File: src/rtl/axis_unpack.sv
// axis_unpack: splits each wide upstream word into DATA_UP_WIDTH/DATA_DN_WIDTH
// narrow subwords, lowest subword first, with one subword per cycle sustained.
// Optional feature macro: AXIS_UNPACK_CNT_EN. When defined, up_cnt selects how
// many subwords of a word are emitted (0 or out-of-range means all of them).
// When undefined, up_cnt is ignored and every word emits all subwords.
//
// Handshake (both ports): a transfer happens in a cycle exactly when val and
// rdy are both high at the rising edge. A producer holds val and its payload
// stable until the transfer; rdy may depend on the partner's rdy but never on
// the partner's val.
module axis_unpack #(
  parameter int DATA_UP_WIDTH = 32,
  parameter int DATA_DN_WIDTH = 8,
  parameter int CNT_WIDTH     = 3
) (
  input  logic                     clk,
  input  logic                     rst,
  input  logic [DATA_UP_WIDTH-1:0] up_data,
  input  logic [CNT_WIDTH-1:0]     up_cnt,
  input  logic                     up_last,
  input  logic                     up_val,
  output logic                     up_rdy,
  output logic [DATA_DN_WIDTH-1:0] dn_data,
  output logic                     dn_last,
  output logic                     dn_val,
  input  logic                     dn_rdy
);

  localparam int DATA_NB = DATA_UP_WIDTH / DATA_DN_WIDTH;
  localparam int REM_W   = $clog2(DATA_NB + 1);
  localparam logic [REM_W-1:0] REM_NB  = REM_W'(DATA_NB);
  localparam logic [REM_W-1:0] REM_ONE = REM_W'(1);

  // Illegal width combinations are rejected at elaboration.
  if ((DATA_UP_WIDTH % DATA_DN_WIDTH) != 0 || DATA_UP_WIDTH <= DATA_DN_WIDTH) begin : g_bad_width
    $error("axis_unpack: DATA_UP_WIDTH must be a multiple of and larger than DATA_DN_WIDTH");
  end
  if ((2 ** CNT_WIDTH) <= DATA_NB) begin : g_bad_cnt
    $error("axis_unpack: CNT_WIDTH too small to hold DATA_NB");
  end

  // EMPTY <=> rem == 0, BUSY <=> rem > 0. The state is kept as its own
  // register so checkers can observe it directly.
  typedef enum logic {
    ST_EMPTY = 1'b0,
    ST_BUSY  = 1'b1
  } state_t;

  state_t                   state_q, state_d;
  logic [REM_W-1:0]         rem_q, rem_d;
  logic [REM_W-1:0]         eff_cnt;
  logic [DATA_UP_WIDTH-1:0] word_q, word_d;
  logic                     last_q, last_d;
  logic                     up_xfer;
  logic                     dn_xfer;

`ifdef AXIS_UNPACK_CNT_EN
  // Effective subword count of the incoming word; 0 or above DATA_NB means full.
  always_comb begin
    eff_cnt = REM_NB;
    if (up_cnt != '0 && int'(up_cnt) <= DATA_NB) begin
      eff_cnt = REM_W'(up_cnt);
    end
  end
`else
  logic unused_cnt;
  assign unused_cnt = ^up_cnt;
  assign eff_cnt    = REM_NB;
`endif

  // Outputs and next-state: load on upstream transfer, shift on downstream.
  always_comb begin
    up_rdy  = (state_q == ST_EMPTY) || (rem_q == REM_ONE && dn_rdy);
    dn_val  = (state_q == ST_BUSY);
    dn_data = word_q[DATA_DN_WIDTH-1:0];
    dn_last = (rem_q == REM_ONE) && last_q;
    up_xfer = up_val && up_rdy;
    dn_xfer = dn_val && dn_rdy;
    rem_d   = rem_q;
    word_d  = word_q;
    last_d  = last_q;
    if (up_xfer) begin
      // Covers the back-to-back case too: the final subword of the old word
      // leaves this same edge, so the new word replaces it with no bubble.
      rem_d  = eff_cnt;
      word_d = up_data;
      last_d = up_last;
    end else if (dn_xfer) begin
      rem_d  = rem_q - REM_ONE;
      word_d = word_q >> DATA_DN_WIDTH;
    end
    state_d = (rem_d != '0) ? ST_BUSY : ST_EMPTY;
  end

  // Control state; reset drops any partially emitted word.
  always_ff @(posedge clk) begin
    if (rst) begin
      state_q <= ST_EMPTY;
      rem_q   <= '0;
      last_q  <= 1'b0;
    end else begin
      state_q <= state_d;
      rem_q   <= rem_d;
      last_q  <= last_d;
    end
  end

  // Data holding register; its contents are irrelevant while EMPTY.
  always_ff @(posedge clk) begin
    word_q <= word_d;
  end

endmodule

File: config.mk
export PLATFORM = sky130hd
export DESIGN_NAME = axis_unpack
export DESIGN_NICKNAME = d
export VERILOG_FILES = /design/src/rtl/axis_unpack.sv
export SDC_FILE = /design/constraint.sdc
export NUM_CORES = 1
export LEC_CHECK = 0
export CAP_MARGIN = 20
export CORE_MARGIN = 10
export CORE_UTILIZATION = 70
export CTS_BUF_LIST = sky130_fd_sc_hd__clkbuf_8
export DETAILED_ROUTE_END_ITERATION = 16
export DONT_BUFFER_PORTS = 1
export GPL_TIMING_DRIVEN = 0
export PLACE_DENSITY = 0.94
export RECOVER_POWER = 100
export SKIP_CTS_REPAIR_TIMING = 1
export SLEW_MARGIN = 20
export SYNTH_ARGS = -nofsm -noshare
export SYNTH_HDL_FRONTEND = slang
export SYNTH_SLANG_ARGS = --single-unit
File: constraint.sdc
create_clock -name clk -period 5 [get_ports clk]
set_clock_uncertainty 0.15 [all_clocks]
set_input_delay 0.5 -clock clk [delete_from_list [all_inputs] [get_ports clk]]
set_output_delay 0.5 -clock clk [all_outputs]
set_load 0.05 [all_outputs]
Word-level counts from Yosys, hierarchy flattened
Index checks and enable logic that the tools add are counted.

word-level totals
  register bits = 37
  latch bits = 0
  memory bits (writable) = 0
  bits in read-only memories = 0
  input port bits = 40
  word-level logic and storage cells = 19
  memories kept = 0

cells by class
  $add $sub $neg = 1
  multipliers = 0
  divide/modulo/power cells = 0
  magnitude comparators = 0
  eq/ne operators = 1
  shift operators = 0
  muxes and demuxes = 5
  bitwise gates (word level) = 1
  reduce and logical (&&, ||, !) cells = 7

operators with widths
  cell                 number
  $mux 32              2
  $mux 3               2
  $logic_and 1x1->1    4
  $eq 3x1->1 const B   1
  $reduce_bool 3->1    1
  $sub 3x1->3 const B  1
  $reduce_bool 2->1    1
  $logic_or 1x1->1     1
  $mux 1               1
  $not 1->1            1

Logic depth before layout (Yosys ltp)
Gate-level depths: netlist (run 1).

  word-level depth = 7
  depth in mapped cells = 7
  mapped depth without buffers = 6

Worst setup path after synthesis (run 1)
OpenSTA, ideal clock, no wires.

  path type = flip-flop to flip-flop
  start = reg state_q, in the netlist dn_val
  end = reg word_q[0], enable pin
  setup time = 0.466 ns
  data arrival time = 2.930 ns
  slack = 1.454 ns
  stages on the path, launching flop included = 2
  clock period less this slack = 3.546 ns
  cell sequence = dfxtp_1 -> o21ai_0

between the ends
  longest elaborated chain between the ends = 4
  elaborated cells on any way between the ends = 5

ends and longest elaborated chain
  what                             RTL line  RTL
  from (decl)                      49        state_t state_q, state_d;
  from (signal assigned)           102       state_q <= state_d;
  $not 1->1                        73        up_rdy = (state_q == ST_EMPTY) || (rem_q == REM_ONE && dn_rdy);
  $logic_or 1x1->1                 73
  $logic_and 1x1->1                77        up_xfer = up_val && up_rdy;
  $reduce_bool 2->1 (no line) (*)  -
  to (signal assigned)             110       word_q <= word_d;
  to (decl)                        52        logic [DATA_UP_WIDTH-1:0] word_q, word_d;

Every way passes the cells marked *; elsewhere a longest branch is shown, timed or not.
A chain may end at the register's enable or synchronous reset.

Worst setup path in the final report (run 1)
Ends and elaborated chain as after synthesis.

==> impl_metrics.csv, run 1 <==
group,metric,value,unit
placement,dp_hpwl,2200,um
synthesis,synth_enable_flop_cells,32,
timing,worstMarginPinSlew,1440,ps
synthesis,synth_seq_cells,37,
synthesis,yosys-top-cells-area,"edfxtp_1, mux2_2, dfxtp_1",
die,initial_core_util,74.6,%
global_routing,use_met3,6.92,%
layout,diodes,0,
synthesis,yosysWarningCount,0,
layout,drive_gt1_share,27.0,%
global_routing,met1_usage,14.1,%
timing,max_freq,314,MHz
synthesis,synth_area_leader_cell,"edfxtp_1",
critical_path,rrSetupSlack,1810,ps
timing,drv_slew,0,
die,ioPinCount,51,
pwr,p_per_area,438,nW/um^2
pwr,peakVddDrop,0.372,mV
critical_path,path_cells,"o21ai_0, clkbuf_1",
synthesis,yosysTopAreaCellShare,57.7,%
timing,finalHoldViolations,0,
layout,layout_common_cells,"edfxtp_1, mux2_2, clkbuf_1, and2_0, clkbuf_8",
detailed_routing,vias,826,
global_routing,top_usage_layer,"met2",
synthesis,netlist_area,1670,um^2
detailed_routing,wl_per_cell,19.8,um
outcome,status,"completed",
cts,clock_latency,270,ps
synthesis,synth_seq_area_share,63.7,%
cts,h-tree-depth,2,
worst_hold_path,hold_depth,1,
global_routing,grt_pass1_vias,906,
detailed_routing,drc,0,
pwr,p_leak,0.000603,uW
synthesis,synth_flop_cell,"edfxtp_1",
critical_path,cp.required,4740,ps
synthesis,avgSynthCellArea,15.7,um^2
critical_path,cp-end-kind,"flip-flop",
critical_path,start_kind,"flip-flop",
critical_path,r2r_end,"word_q[0]",
global_routing,grt_usage,12.8,%
layout,syn_to_final_growth,3.00,%
detailed_routing,first_pass_iters,4,
critical_path,cp_slowest_cell,"o21ai_0",
critical_path,critPathMaxFanout,22,
global_routing,grt.met2_usage,21.1,%
flow_run,drv_cap,0,
die,die_x,68.8,um
detailed_routing,drt_iter0_drc,25,
critical_path,r2r_start,"dn_val",
global_routing,grt_pass1_wl,4370,um
critical_path,rr_worst_depth,2,
timing,min_period,3190,ps
synthesis,synthesis.instances,106,
layout,final_net_count,156,
detailed_routing,routed_wl,2830,um
synthesis,ys_types,24,
global_routing,grt.overflow.total,0,
timing,tns,0,ps
worst_hold_path,min_to,"dn_val",
critical_path,crit_arrival,2930,ps
critical_path,max_stage_delay,1220,ps
detailed_routing,via_per_inst,5.78,
die,core_area,2230,um^2
worst_hold_path,worstHoldStart,"rst",
cts,clk_path_buf_depth,2,
detailed_routing,ant_nets,0,
critical_path,worstSetupStartpoint,"dn_val",
synthesis,async_flop_share,0,%
cts,cts_sinks,37,
die,die_area,4730,um^2
synthesis,syn_nets,148,
cts,cts_tree,"yes",
placement,gp_congestion,0.654,
worst_hold_path,hp-class,"primary input to flip-flop",
layout,final_common_cell,"edfxtp_1",
cts,root_buffer,"clkbuf_8",
timing,layout_worst_path_cycle_share,63.8,%
critical_path,worstSetupPathType,"flip-flop to flip-flop",
timing,setup_viol,0,
timing,rsz0062_at_grt,"false",
die,rows,17,
cts,path_clk_slew,70,ps
timing,fin_hold_ws,134,ps
global_routing,antenna_found_initial,0,
cts,cts_made_buffers,5,
global_routing,grt_max_degree,23,
pwr,total_power,752,uW
placement,portBuffers,0,
timing,slew_headroom,3.12,%
die,die_h,68.8,um
-- power breakdown --
group	switching [uW]	internal [uW]	leakage, uW
sequential	19.8	397	0.000356
clock	89.4	109	0.0000486
combinational	90.2	46.4	0.000199
-- state kept, by name (all words and copies together) (netlist names) --
signal,cells
last_q,1
word_q,32
rem_q,3
dn_val,1
-- worst max path at each step --
stage	slack [ps]	endpoint	cells after the start
2_1_floorplan	1450	word_q[0]	1
3_3_place_gp	720	word_q[8]	1
6_report	1810	word_q[0]	2
5_1_grt	1340	word_q[18]	2
4_1_cts	2660	up_rdy	1
3_5_place_dp	2860	word_q[25]	3
-- critical path: cells and delay by family (launching register included) --
family                 cells  cell delay [ps]
AOI/OAI and AO/OA          1             1220
buffers and inverters      1              890
DFF                        1              540
-- metal layers --
| metal | part of all wire [%] | wire (um) |
|---|---|---|
| met5 | 0 | 0 |
| met2 | 48 | 1370 |
| met1 | 38 | 1080 |
| met4 | 1.1 | 32 |
| met3 | 12 | 348 |
-- per-stage QoR --
step                instances  setup slack, ps  utilization (%)  cell area, um^2
floorplan                 106             1450                -             1670
global placement          134              720             76.2             1700
detailed placement        135             2860             77.9             1740
CTS                       143             2660             82.0             1830
global route              143             1340             76.9             1720
finish                    143             1810             76.9             1720
-- Yosys cell counts, types with 2 or more instances --
library cell,instances
ha_1,2
dfxtp_1,5
a21oi_1,3
buf_8,2
mux2_2,23
o21ai_0,2
nor2_1,3
and2_1,8
nand2_1,3
edfxtp_1,32
buf_4,8
inv_1,3
-- cell type report --
type	count	area, um^2
Sequential cell	37	1060
Fill cell	141	517
Multi-Input combinational cell	55	473
Clock buffer	6	82.6
Buffer	11	41.3
Tap cell	28	35.0
Inverter	3	11.3
Clock inverter	2	8.76
Timing Repair Buffer	1	3.75
-- cells by family (layout without fill, tap and decap cells) --
group           after synthesis  after routing  synth area share, %
compound gates                9              9                 3.98
xor+xnor                      1              1                0.526
fa+ha+maj                     2              2                 1.50
buf+inv                      14             23                 6.76
flops                        37             37                 63.7
mux                          25             25                 16.8
simple gates                 18             18                 6.76
No activity file was read; power rests on OpenSTA's default activity.
==> run 2, diff against run 1 <==
CORE_UTILIZATION = 58   (was 70)
PLACE_DENSITY = 0.84   (was 0.94)
clock period = 2.6 ns   (was 5 ns; I/O delays follow)
==> impl_metrics.csv, run 2 (synthesized netlist as in run 1, its figures left out) <==
group,metric,value,unit
detailed_routing,via_per_inst,5.63,
cts,root_buffer,"clkbuf_8",
detailed_routing,highest_layer,"met4",
layout,reg.largest.list,"word_q (32), rem_q (3)",
critical_path,critPathMaxFanout,10,
placement,dp_hpwl,2110,um
timing,drv_slew,0,
timing,slew_headroom,36.7,%
critical_path,worstSetupPathType,"flip-flop to flip-flop",
critical_path,cp-end-kind,"flip-flop",
pwr,internal_power,1040,uW
timing,setup_viol,0,
die,die_h,73.6,um
critical_path,r2r_start,"rem_q[0]",
die,die_area,5420,um^2
layout,syn_to_final_growth,5.93,%
pwr,p_leak,0.000633,uW
placement,gp_congestion,0.782,
detailed_routing,drt_iter0_drc,30,
pwr,clkPwrFrac,25.3,%
layout,regMostFlops,"word_q",
cts,path_clk_slew,70,ps
die,ioPinCount,51,
layout,regArea,1060,um^2
detailed_routing,wl_met2,1420,um
timing,fin_hold_ws,25.4,ps
pwr,peakVddDrop,0.732,mV
detailed_routing,routed_wl,2770,um
pwr,power_frac_seq,55.7,%
global_routing,grt_pass1_vias,884,
layout,final_net_count,157,
cts,clk_path_buf_depth,2,
timing,rsz0062_at_grt,"false",
placement,portBuffers,0,
timing,worstMarginPinSlew,946,ps
pwr,pwr-share-comb,19.0,%
critical_path,worstSetupStartpoint,"rem_q[0]",
layout,fillers,204,
pwr,total_power,1440,uW
global_routing,antenna_found_initial,0,
detailed_routing,first_pass_iters,4,
global_routing,grt_usage,11.1,%
die,die_x,73.6,um
cts,cts_tree,"yes",
critical_path,start_kind,"flip-flop",
die,initial_core_util,60.4,%
worst_hold_path,worstHoldStart,"up_data[26]",
timing,max_freq,428,MHz
pwr,power_switching,398,uW
detailed_routing,wl_per_cell,18.9,um
global_routing,grt_max_degree,33,
layout,final_common_cell,"edfxtp_1",
detailed_routing,wl_met1,1020,um
flow_run,drv_cap,0,
layout,fin_area,1770,um^2
die,core_area,2760,um^2
timing,layout_worst_path_cycle_share,89.9,%
timing,finalHoldViolations,0,
global_routing,grt.overflow.total,0,
outcome,status,"completed",
layout,largest_register_ffs,32,
layout,drive_gt1_share,27.6,%
timing,tns,0,ps
detailed_routing,drc,0,
worst_hold_path,hp-class,"primary input to flip-flop",
pwr,p_per_area,815,nW/um^2
cts,cts_made_buffers,5,
layout,diodes,0,
pwr,swShare,27.7,%
critical_path,cp.required,2480,ps
cts,clock_latency,280,ps
cts,h-tree-depth,2,
cts,cts_sinks,37,
die,rows,19,
timing,min_period,2340,ps
detailed_routing,dr_wl_met3,289,um
placement,dpl_cell_area,1720,um^2
detailed_routing,ant_nets,0,
detailed_routing,vias,828,
critical_path,crit_arrival,2220,ps
layout,multi_input_area,504,um^2
layout,layout_common_cells,"edfxtp_1, mux2_2, clkbuf_1, clkbuf_8, dfxtp_1",
global_routing,grt_pass1_wl,4360,um
[run 2: area by class of cell]
type | instances | area share, %
plain buffers | 11 | 2.76
clock buffers | 5 | 3.90
clock inverters | 3 | 0.709
inverters | 3 | 0.638
multi-input cells | 55 | 28.6
flip-flops and latches | 37 | 60.1
well taps | 31 | 2.20
repair buffers | 2 | 1.13
[run 2: final timing paths]
path	to	slack (ps)	depth (start not counted)
worst max-delay path	word_q[15]	260	5
worst min-delay path	word_q[26]	30	1
worst max register to register	word_q[15]	260	5
worst min register to register	word_q[6]	400	1
[run 2: stage by stage]
step	instances	utilization, %	worst slack (ps)
CTS	145	65.2	427
detailed placement	137	62.3	432
global route	147	64.0	125
finish	147	64.0	264
global placement	137	62.0	235
floorplan	106	-	517
[run 2: metal layers]
metal | track usage [%] | vias to the layer above
li1 | - | 398
met1 | 9.83 | 392
met2 | 18.6 | 34
met3 | 7.81 | 4
met4 | 4.97 | 0
met5 | 0 | -
[run 2: power groups by stage]
stage | Clock (uW) | Sequential, uW | Combinational (uW)
global placement | 0 | 810 | 288
floorplan | 0 | 805 | 265
global route | 404 | 810 | 300
finish | 363 | 802 | 274
CTS | 373 | 804 | 301
detailed placement | 0 | 817 | 300
[run 2: worst max-delay path, stage by stage, from the launching register on]
cell	delay (ps)
dfxtp_1	390
ha_1	260
nand3b_4	110
a21oi_4	330
clkbuf_1	450
mux2_2	400
==> run 3, diff against run 2 <==
ABC_AREA = 1   (was not set)
CELL_PAD_IN_SITES_DETAIL_PLACEMENT = 0   (was not set)
CELL_PAD_IN_SITES_GLOBAL_PLACEMENT = 1   (was not set)
CORE_UTILIZATION = 44   (was 58)
PLACE_DENSITY = 0.85   (was 0.84)
==> impl_metrics.csv, run 3 <==
group,metric,value,unit
die,core_area,3740,um^2
cts,root_buffer,"clkbuf_8",
cts,h-tree-depth,2,
synthesis,synth_area_leader_cell,"edfxtp_1",
layout,fillers,360,
timing,drv_slew,0,
synthesis,synth_enable_flop_cells,32,
die,initial_core_util,46.4,%
layout,syn_to_final_growth,9.51,%
layout,final_net_count,230,
synthesis,syn_nets,218,
synthesis,yosysWarningCount,0,
synthesis,synth_seq_area_share,61.1,%
worst_hold_path,hp-class,"primary input to flip-flop",
placement,gp_congestion,0.725,
synthesis,synthesis.instances,176,
global_routing,antenna_found_initial,0,
worst_hold_path,worstHoldStart,"up_data[14]",
critical_path,crit_arrival,2160,ps
critical_path,r2r_start,"dn_val",
timing,fin_hold_ws,-2.81,ps
global_routing,grt_pass1_vias,1070,
global_routing,grt_pass1_wl,4920,um
synthesis,yosysTopAreaCellShare,55.3,%
critical_path,cp_slowest_cell,"dfxtp_1",
placement,post-place-ws,139,ps
cts,cts_sinks,37,
critical_path,path_delay_family,"simple AND/OR/NAND/NOR gates",
critical_path,rr_worst_depth,5,
critical_path,worstSetupPathType,"flip-flop to flip-flop",
layout,regMostFlops,"word_q",
critical_path,max_stage_delay,650,ps
global_routing,grt.overflow.total,0,
critical_path,rrSetupSlack,170,ps
critical_path,cp-end-kind,"flip-flop",
outcome,status,"complete, but fails checks",
timing,setup_slack,167,ps
flow_run,drv_cap,0,
timing,slew_headroom,53.4,%
layout,final_util,50.8,%
critical_path,r2r_end,"word_q[24]",
critical_path,start_kind,"flip-flop",
synthesis,synth_common_cells,"nand2_1, edfxtp_1, inv_1",
synthesis,ys_types,20,
placement,portBuffers,0,
layout,largest_register_ffs,32,
worst_hold_path,min_to,"word_q[14]",
detailed_routing,drc,0,
timing,max_freq,411,MHz
timing,layout_worst_path_cycle_share,93.6,%
detailed_routing,via_per_inst,4.63,
critical_path,crit_buf_inv,2,
critical_path,critPathMaxFanout,32,
timing,min_period,2430,ps
synthesis,avgSynthCellArea,9.87,um^2
pwr,total_power,2150,uW
synthesis,synth_flop_cell,"edfxtp_1",
cts,clk_path_buf_depth,2,
detailed_routing,routed_wl,3090,um
critical_path,cp.required,2330,ps
synthesis,netlist_area,1740,um^2
synthesis,async_flop_share,0,%
cts,path_clk_slew,70,ps
layout,diodes,0,
placement,dp_hpwl,2330,um
layout,layout_common_cells,"nand2_1, edfxtp_1, inv_1, nor2_1, clkbuf_1",
pwr,p_leak,0.000838,uW
die,rows,22,
synthesis,yosys-top-cells-area,"edfxtp_1, nand2_1, dfxtp_1",
layout,final_common_cell,"nand2_1",
layout,reg.largest.list,"word_q (32), rem_q (3)",
pwr,p_per_area,1130,nW/um^2
timing,worstMarginPinSlew,697,ps
timing,finalHoldViolations,1,
die,ioPinCount,51,
critical_path,path_cells,"buf_2, nand2_4, nand2_8, buf_4, nand2_2",
outcome,failed_checks,"negative hold slack",
die,die_area,6860,um^2
die,die_h,82.8,um
timing,rsz0062_at_grt,"false",
cts,clock_latency,290,ps
die,die_x,82.8,um
worst_hold_path,hold_depth,2,
pwr,peakVddDrop,0.555,mV
detailed_routing,ant_nets,0,
detailed_routing,first_pass_iters,4,
cts,cts_tree,"yes",
synthesis,synth_seq_cells,37,
detailed_routing,vias,1098,
timing,setup_viol,0,
layout,drive_gt1_share,8.99,%
global_routing,grt_max_degree,33,
global_routing,grt_usage,8.81,%
detailed_routing,drt_iter0_drc,54,
synthesis,yosysMostFrequentCell,"nand2_1",
cts,cts_made_buffers,5,
detailed_routing,wl_per_cell,13.1,um
## run 3: layer usage
metal	vias up	global-route usage [%]	wire, um	share of wire, %
met5	-	0	0	0
met4	0	3.69	32	1.0
met3	4	5.18	332	11
met2	41	14.2	1490	48
met1	482	9.12	1240	40
li1	571	-	-	-
## run 3: final cells by class
class,instances,area [um^2],area share [%]
tap,48,60.1,3.16
sequential,37,1060,55.8
clock buffer,5,68.8,3.62
buffer,15,68.8,3.62
timing repair buffer,5,50.0,2.63
multi-input combinational,109,488,25.7
inverter,15,63.8,3.36
clock inverter,3,41.3,2.17
## run 3: kinds of logic (layout without fill, tap and decap cells)
group | Yosys count | in the layout | share of synthesized area (%)
AND/OR/NAND/NOR | 103 | 103 | 25.6
flip-flops | 37 | 37 | 61.1
buffers and inverters | 30 | 43 | 10.7
adder cells (fa/ha/maj) | 2 | 2 | 1.44
AO/OA/AOI/OAI | 4 | 4 | 1.15
## run 3: how the worst max path moves through the flow
| stage | start | endpoint | slack, ps | depth (start not counted) |
|---|---|---|---|---|
| 2_1_floorplan | dn_val | word_q[0] | 90 | 5 |
| 3_3_place_gp | dn_val | word_q[6] | -220 | 5 |
| 3_5_place_dp | dn_val | word_q[6] | 140 | 5 |
| 4_1_cts | dn_val | word_q[24] | 130 | 5 |
| 5_1_grt | dn_val | word_q[26] | 30 | 5 |
| 6_report | dn_val | word_q[24] | 170 | 5 |
## run 3: metrics by stage
step	area, um^2	setup TNS (ps)	cells	hold slack, ps
2_1_floorplan	1740	0	176	274
3_3_place_gp	1800	-6880	224	286
3_5_place_dp	1800	0	224	295
4_1_cts	1910	0	232	-8.37
5_1_grt	1900	0	237	0.517
6_report	1900	0	237	-2.81
## run 3: where the power goes
group	internal (uW)	switching [uW]
clock	282	201
sequential	927	76.3
combinational	156	503
total	1360	780
